--- src/rtl/ir_transmitter.sv ---
// Pulse-width serializer: sends Din MSB first as low/data/high symbols plus a terminator '1' symbol.
// Latency: Dout/Busy change one cycle after Send is accepted; only Send is a request, and it is ignored while Busy.
module ir_transmitter #(
   parameter int Width         = 30,
   parameter int QuarterCycles = 27
) (
   input  logic             Clock,
   input  logic             Tx_Reset,
   input  logic [Width-1:0] Din,
   input  logic             Send,
   output logic             Dout,
   output logic             Busy,
   output logic             Done
);

   localparam int PW = $clog2(2 * QuarterCycles);
   localparam int SW = $clog2(Width + 1);

   localparam logic [1:0] IDLE = 2'd0;
   localparam logic [1:0] LOW  = 2'd1;
   localparam logic [1:0] DATA = 2'd2;
   localparam logic [1:0] HIGH = 2'd3;

   localparam logic [PW-1:0] Q_LAST   = PW'(QuarterCycles - 1);
   localparam logic [PW-1:0] D_LAST   = PW'(2 * QuarterCycles - 1);
   localparam logic [SW-1:0] SYM_LAST = SW'(Width);

   logic [1:0]       state;
   logic [Width-1:0] shreg;
   logic [SW-1:0]    sym_cnt;
   logic [PW-1:0]    phase_cnt;

   always_ff @(posedge Clock) begin
      if (Tx_Reset) begin
         state     <= IDLE;
         shreg     <= '0;
         sym_cnt   <= '0;
         phase_cnt <= '0;
         Dout      <= 1'b1;
         Busy      <= 1'b0;
         Done      <= 1'b0;
      end else begin
         Done <= 1'b0;
         case (state)
            IDLE: begin
               if (Send) begin
                  shreg     <= Din;
                  sym_cnt   <= '0;
                  phase_cnt <= '0;
                  Dout      <= 1'b0;
                  Busy      <= 1'b1;
                  state     <= LOW;
               end
            end
            LOW: begin
               if (phase_cnt == Q_LAST) begin
                  phase_cnt <= '0;
                  // symbol index Width is the terminator, always sent as a '1'
                  Dout      <= (sym_cnt == SYM_LAST) ? 1'b1 : shreg[Width-1];
                  shreg     <= {shreg[Width-2:0], 1'b0};
                  state     <= DATA;
               end else begin
                  phase_cnt <= phase_cnt + 1'b1;
               end
            end
            DATA: begin
               if (phase_cnt == D_LAST) begin
                  phase_cnt <= '0;
                  Dout      <= 1'b1;
                  state     <= HIGH;
               end else begin
                  phase_cnt <= phase_cnt + 1'b1;
               end
            end
            HIGH: begin
               if (phase_cnt == Q_LAST) begin
                  phase_cnt <= '0;
                  if (sym_cnt != SYM_LAST) begin
                     sym_cnt <= sym_cnt + 1'b1;
                     Dout    <= 1'b0;
                     state   <= LOW;
                  end else begin
                     // Busy drops with Done so a Send in the Done cycle starts the next frame at once
                     Busy  <= 1'b0;
                     Done  <= 1'b1;
                     state <= IDLE;
                  end
               end else begin
                  phase_cnt <= phase_cnt + 1'b1;
               end
            end
            default: state <= IDLE;
         endcase
      end
   end

endmodule

--- config.mk ---
export PLATFORM = sky130hd
export DESIGN_NAME = ir_transmitter
export DESIGN_NICKNAME = d
export VERILOG_FILES = /design/src/rtl/ir_transmitter.sv
export SDC_FILE = /design/constraint.sdc
export NUM_CORES = 1
export LEC_CHECK = 0
export ABC_AREA = 1
export CORE_MARGIN = 5
export CORE_UTILIZATION = 45
export CTS_BUF_LIST = sky130_fd_sc_hd__clkbuf_16
export DETAILED_ROUTE_END_ITERATION = 12
export GPL_TIMING_DRIVEN = 0
export PLACE_DENSITY = 0.71
export SYNTH_ARGS = -nofsm -noshare
export SYNTH_HDL_FRONTEND = slang
export SYNTH_SLANG_ARGS = --single-unit
--- constraint.sdc ---
create_clock -name Clock -period 1.7 [get_ports Clock]
set_clock_uncertainty 0.1 [all_clocks]
set_input_delay 0.17 -clock Clock [delete_from_list [all_inputs] [get_ports Clock]]
set_output_delay 0.17 -clock Clock [all_outputs]
set_load 0.02 [all_outputs]
==> run summary <==
The flow ran to the end, and the final reports show no timing, DRC or antenna violations. The final layout contains routed wiring with a total length of 5560 um. TritonCTS built the clock tree. The total DRC errors in the routed layout is 0.

For this run the aggregate overflow at the end of global routing stands at 0. The share of synthesized area occupied by flip-flops and latches is 37.2%. Overall power consumption after layout is estimated at roughly 5.8 mW.

The post-DP HPWL came out at between 3000 and 4000 um. In the global route stage, met1 resource usage came out at 19.0%. The tightest min-delay check is of the in2reg type. The worst register-to-register path ends at shreg[4].

The number of I/O port buffers came out at 34. The first-pass GRT wire length is a little over 9000 um. The cell area after technology mapping came out at about 0.0025 sq mm. The length in cells of the worst reg-to-reg path came out at 9. The clock net in this run drives a total of between 40 and 50 sinks. The worst path buffer plus inverter count is 4.

The critical path data required time is about 1.8 ns. The minimum clock period after layout came out at 1.65 ns. The I/O pin count is 36. The count of maximum capacitance violations came out at 0.

The number of warnings printed during yosys synthesis came out at 0. The master of the slowest instance on the critical path is sky130_fd_sc_hd__dfxtp_2. The final count of pins violating max slew was 0. The clock-pin slew on the worst setup and hold paths came out at roughly 0.060 ns. The signal on the critical path passes through inv_2, ha_4, inv_2, nor2_8, nor2_2, nand2_4, buf_8, buf_12, a21oi_2. The overall die height came out at 84.2 um.

The fraction of final layout cells sized beyond drive strength 1 is 21.2%. For the pin with the worst max-slew slack, the measured transition is 0.509 ns. The count of nets left with antenna violations once routing finished came out at 0. The number of nets in the finished design came out at approximately 430. The highest clock frequency the design can meet came out at slightly above 600 MHz. The initial core utilization is approximately 46%.

The die is around 84 um wide. Using the TritonRoute via totals, the vias-per-cell ratio works out to 4.89. Setup repair after global routing could not meet its margin everywhere. After layout, the worst setup slack is between 0.05 and 0.06 ns. The placement-stage worst setup slack is -0.141 ns. The cell that appears most often on the critical path is sky130_fd_sc_hd__inv_2. A synthesized cell averages 7.20 sq um. The count of state elements after synthesis is between 40 and 50. The detailed-route via count came out at 2269. The kind of critical path is reg2reg. The iteration count of the initial detailed-routing pass came out at 4.

The via count of the first global-routing pass is approximately 2100. The data arrival time at the worst-slack endpoint came out at about 1.8 ns. The aggregate global-route resource usage is 15.5%. The number of standard-cell rows in the floorplan came out at 27. The pin count of the biggest net entering global routing came out at 14.

The path with the worst hold slack has its endpoint at Busy. In this design, the largest share of critical-path delay is due to buffers and inverters. The share of the clock period used by the worst path after layout came out at 97.0%. For this block, the initial DRC count from the detailed router was 108.

The final hold violation count came out at 0. In the final routed layout, each cell accounts on average for ~12 um. The core footprint is between 0.005 and 0.006 sq mm. The power density over the cells is 1750 mW/mm^2. The most crowded layer after global routing is met2. Synthesis instantiated 30 different standard cells from the library. The count of H-tree levels built during CTS came out at 2. Global routing used roughly 4.1% of the available met3 tracks. The maximum buffer depth of the clock tree came out at 2. The share of the synthesized area in the top cell type came out at 37.2%. The worst-case vdd ir drop came out at 0.754 mV.

The die covers roughly 0.007 sq mm. The root buffer cell chosen for the clock tree is sky130_fd_sc_hd__clkbuf_16. The startpoint identified for the worst register-to-register timing path is state[0].

The worst setup path is captured at a flop. The hold buffer count at cts came out at 0. The final antenna diode count came out at 0. The clock latency of the later-clocked register in the worst-skew pair is 0.28 ns. STA classifies the critical path startpoint as a flop.

Measured against its own limit, the worst slew margin works out to between 60% and 70%. The area growth from synthesis to layout came out at 33.7%. The number of clock buffers added by TritonCTS is 5. The maximum single-stage delay on the critical path came out at 0.38 ns. For this run, global-route usage on met2 was measured as 26.8%. By area the synthesized netlist is led by sky130_fd_sc_hd__dfxtp_1, sky130_fd_sc_hd__nand2_1, sky130_fd_sc_hd__o21ai_0, sky130_fd_sc_hd__a21oi_2, sky130_fd_sc_hd__inv_1. The worst hold path depth came out at 2. The maximum fanout along the worst path is 10.

The post-synthesis net count came out at between 300 and 400. sky130_fd_sc_hd__dfxtp_1 takes more of the synthesized area than any other cell. The number of antenna violations at the first check in global routing is 0. Across all register-to-register paths, the minimum setup slack is 0.05 ns. The weighted congestion at the end of routability-driven global placement is approximately 0.82. Setup violations remaining at the end of the flow were counted as 0. The cell count after synthesis came out at 344.

The analysis attributes to cell leakage a power of around 1.3 nW. The worst min-delay path startpoint is Tx_Reset.
-- power by group --
part	switching (mW)	internal (mW)
clock	0.394	0.532
sequential	0.177	1.54
combinational	1.81	1.36
total	2.38	3.42
-- layout make-up --
cell class | instances | area (sq um)
fill | 506 | 2130
multi-input combinational | 231 | 1380
sequential | 46 | 931
timing repair buffer | 40 | 403
buffer | 17 | 188
inverter | 50 | 188
clock buffer | 5 | 125
tap | 72 | 90.1
clock inverter | 3 | 12.5
-- placed cells by master, fill, tap and decap left out, drive strengths merged --
cell,netlist,routed
a21oi,36,36
a21boi,1,1
nor2,27,27
o22ai,1,1
clkbuf,5,11
nand4,4,4
nand3b,1,1
dfxtp,46,46
nor3,2,2
xnor2,1,1
o21ai,61,61
nand3,14,14
o21bai,2,2
clkinv,2,4
xor2,2,2
clkdlybuf4s50,0,34
nand2,68,68
o211ai,1,1
buf,12,17
ha,10,10
inv,48,49
-- registers in the layout, summed over array words and instances (netlist names) --
| register | count |
|---|---|
| shreg | 30 |
| phase_cnt | 6 |
| sym_cnt | 5 |
| state | 2 |
| Busy | 1 |
| Done | 1 |
| Dout | 1 |
-- logic make-up after synthesis --
family / after synthesis / synth area share (%)
flops: 46 / 37.2
buf+inv: 67 / 11.7
compound gates: 102 / 24.9
simple gates: 116 / 20.1
fa+ha+maj: 10 / 5.05
xor+xnor: 3 / 1.06
-- worst max path at each step --
stage                     depth (start not counted)  slack, ns      from        end
after global placement                            9      -0.10  state[1]  shreg[23]
after floorplan                                   9       0.08  state[1]  shreg[23]
after CTS                                        10     -0.001  state[1]  shreg[13]
after detailed placement                          9      -0.14  state[1]   shreg[4]
after global routing                              9      -0.02  state[1]  shreg[18]
final                                             9       0.05  state[0]   shreg[4]
-- per-layer routing --
layer / vias up / part of all wire, %
li1: 1204 / -
met2: 40 / 49
met4: 0 / 0.79
met3: 6 / 4.4
met5: - / 0
met1: 1019 / 45
-- through the flow --
stage | hold slack [ns] | TNS (ns) | util [%] | instance area (sq um) | cells
after detailed placement | 0.347 | -3.03 | 53.5 | 2910 | 450
after global routing | 0.236 | -0.130 | 60.9 | 3310 | 464
final | 0.202 | 0 | 60.9 | 3310 | 464
after global placement | 0.336 | -1.93 | 53.5 | 2910 | 450
after floorplan | 0.230 | 0 | - | 2480 | 344
after CTS | 0.204 | -0.00137 | 57.1 | 3110 | 461
-- cells in the mapped netlist --
cell type and instances:
sky130_fd_sc_hd__inv_1 42, sky130_fd_sc_hd__o21ai_2 1, sky130_fd_sc_hd__clkinv_1 2, sky130_fd_sc_hd__nand2_2 3, sky130_fd_sc_hd__a21oi_4 1, sky130_fd_sc_hd__inv_2 6, sky130_fd_sc_hd__nor2_8 1, sky130_fd_sc_hd__xor2_1 2
sky130_fd_sc_hd__nand3_1 14, sky130_fd_sc_hd__o21ai_0 38, sky130_fd_sc_hd__xnor2_1 1, sky130_fd_sc_hd__nor3_1 2, sky130_fd_sc_hd__o21ai_1 22, sky130_fd_sc_hd__a21boi_1 1, sky130_fd_sc_hd__buf_4 2, sky130_fd_sc_hd__ha_1 10
sky130_fd_sc_hd__nor2_2 2, sky130_fd_sc_hd__buf_6 3, sky130_fd_sc_hd__o211ai_2 1, sky130_fd_sc_hd__clkbuf_1 5, sky130_fd_sc_hd__a21oi_2 20, sky130_fd_sc_hd__buf_2 7, sky130_fd_sc_hd__nor2_1 24, sky130_fd_sc_hd__a21oi_1 15
sky130_fd_sc_hd__dfxtp_1 46, sky130_fd_sc_hd__o21bai_1 2, sky130_fd_sc_hd__nand4_1 4, sky130_fd_sc_hd__o22ai_1 1, sky130_fd_sc_hd__nand2_1 65, sky130_fd_sc_hd__nand3b_1 1
-- what timing repair did --
action,4_1_cts,5_1_grt
endpoints found under the hold margin,0,0
gates cloned,0,1
gates resized for setup,23,55
pin swaps,1,13
endpoints found under the setup margin,38,41
buffers inserted,3,2
Note: power is estimated with default switching activity, not from simulation.
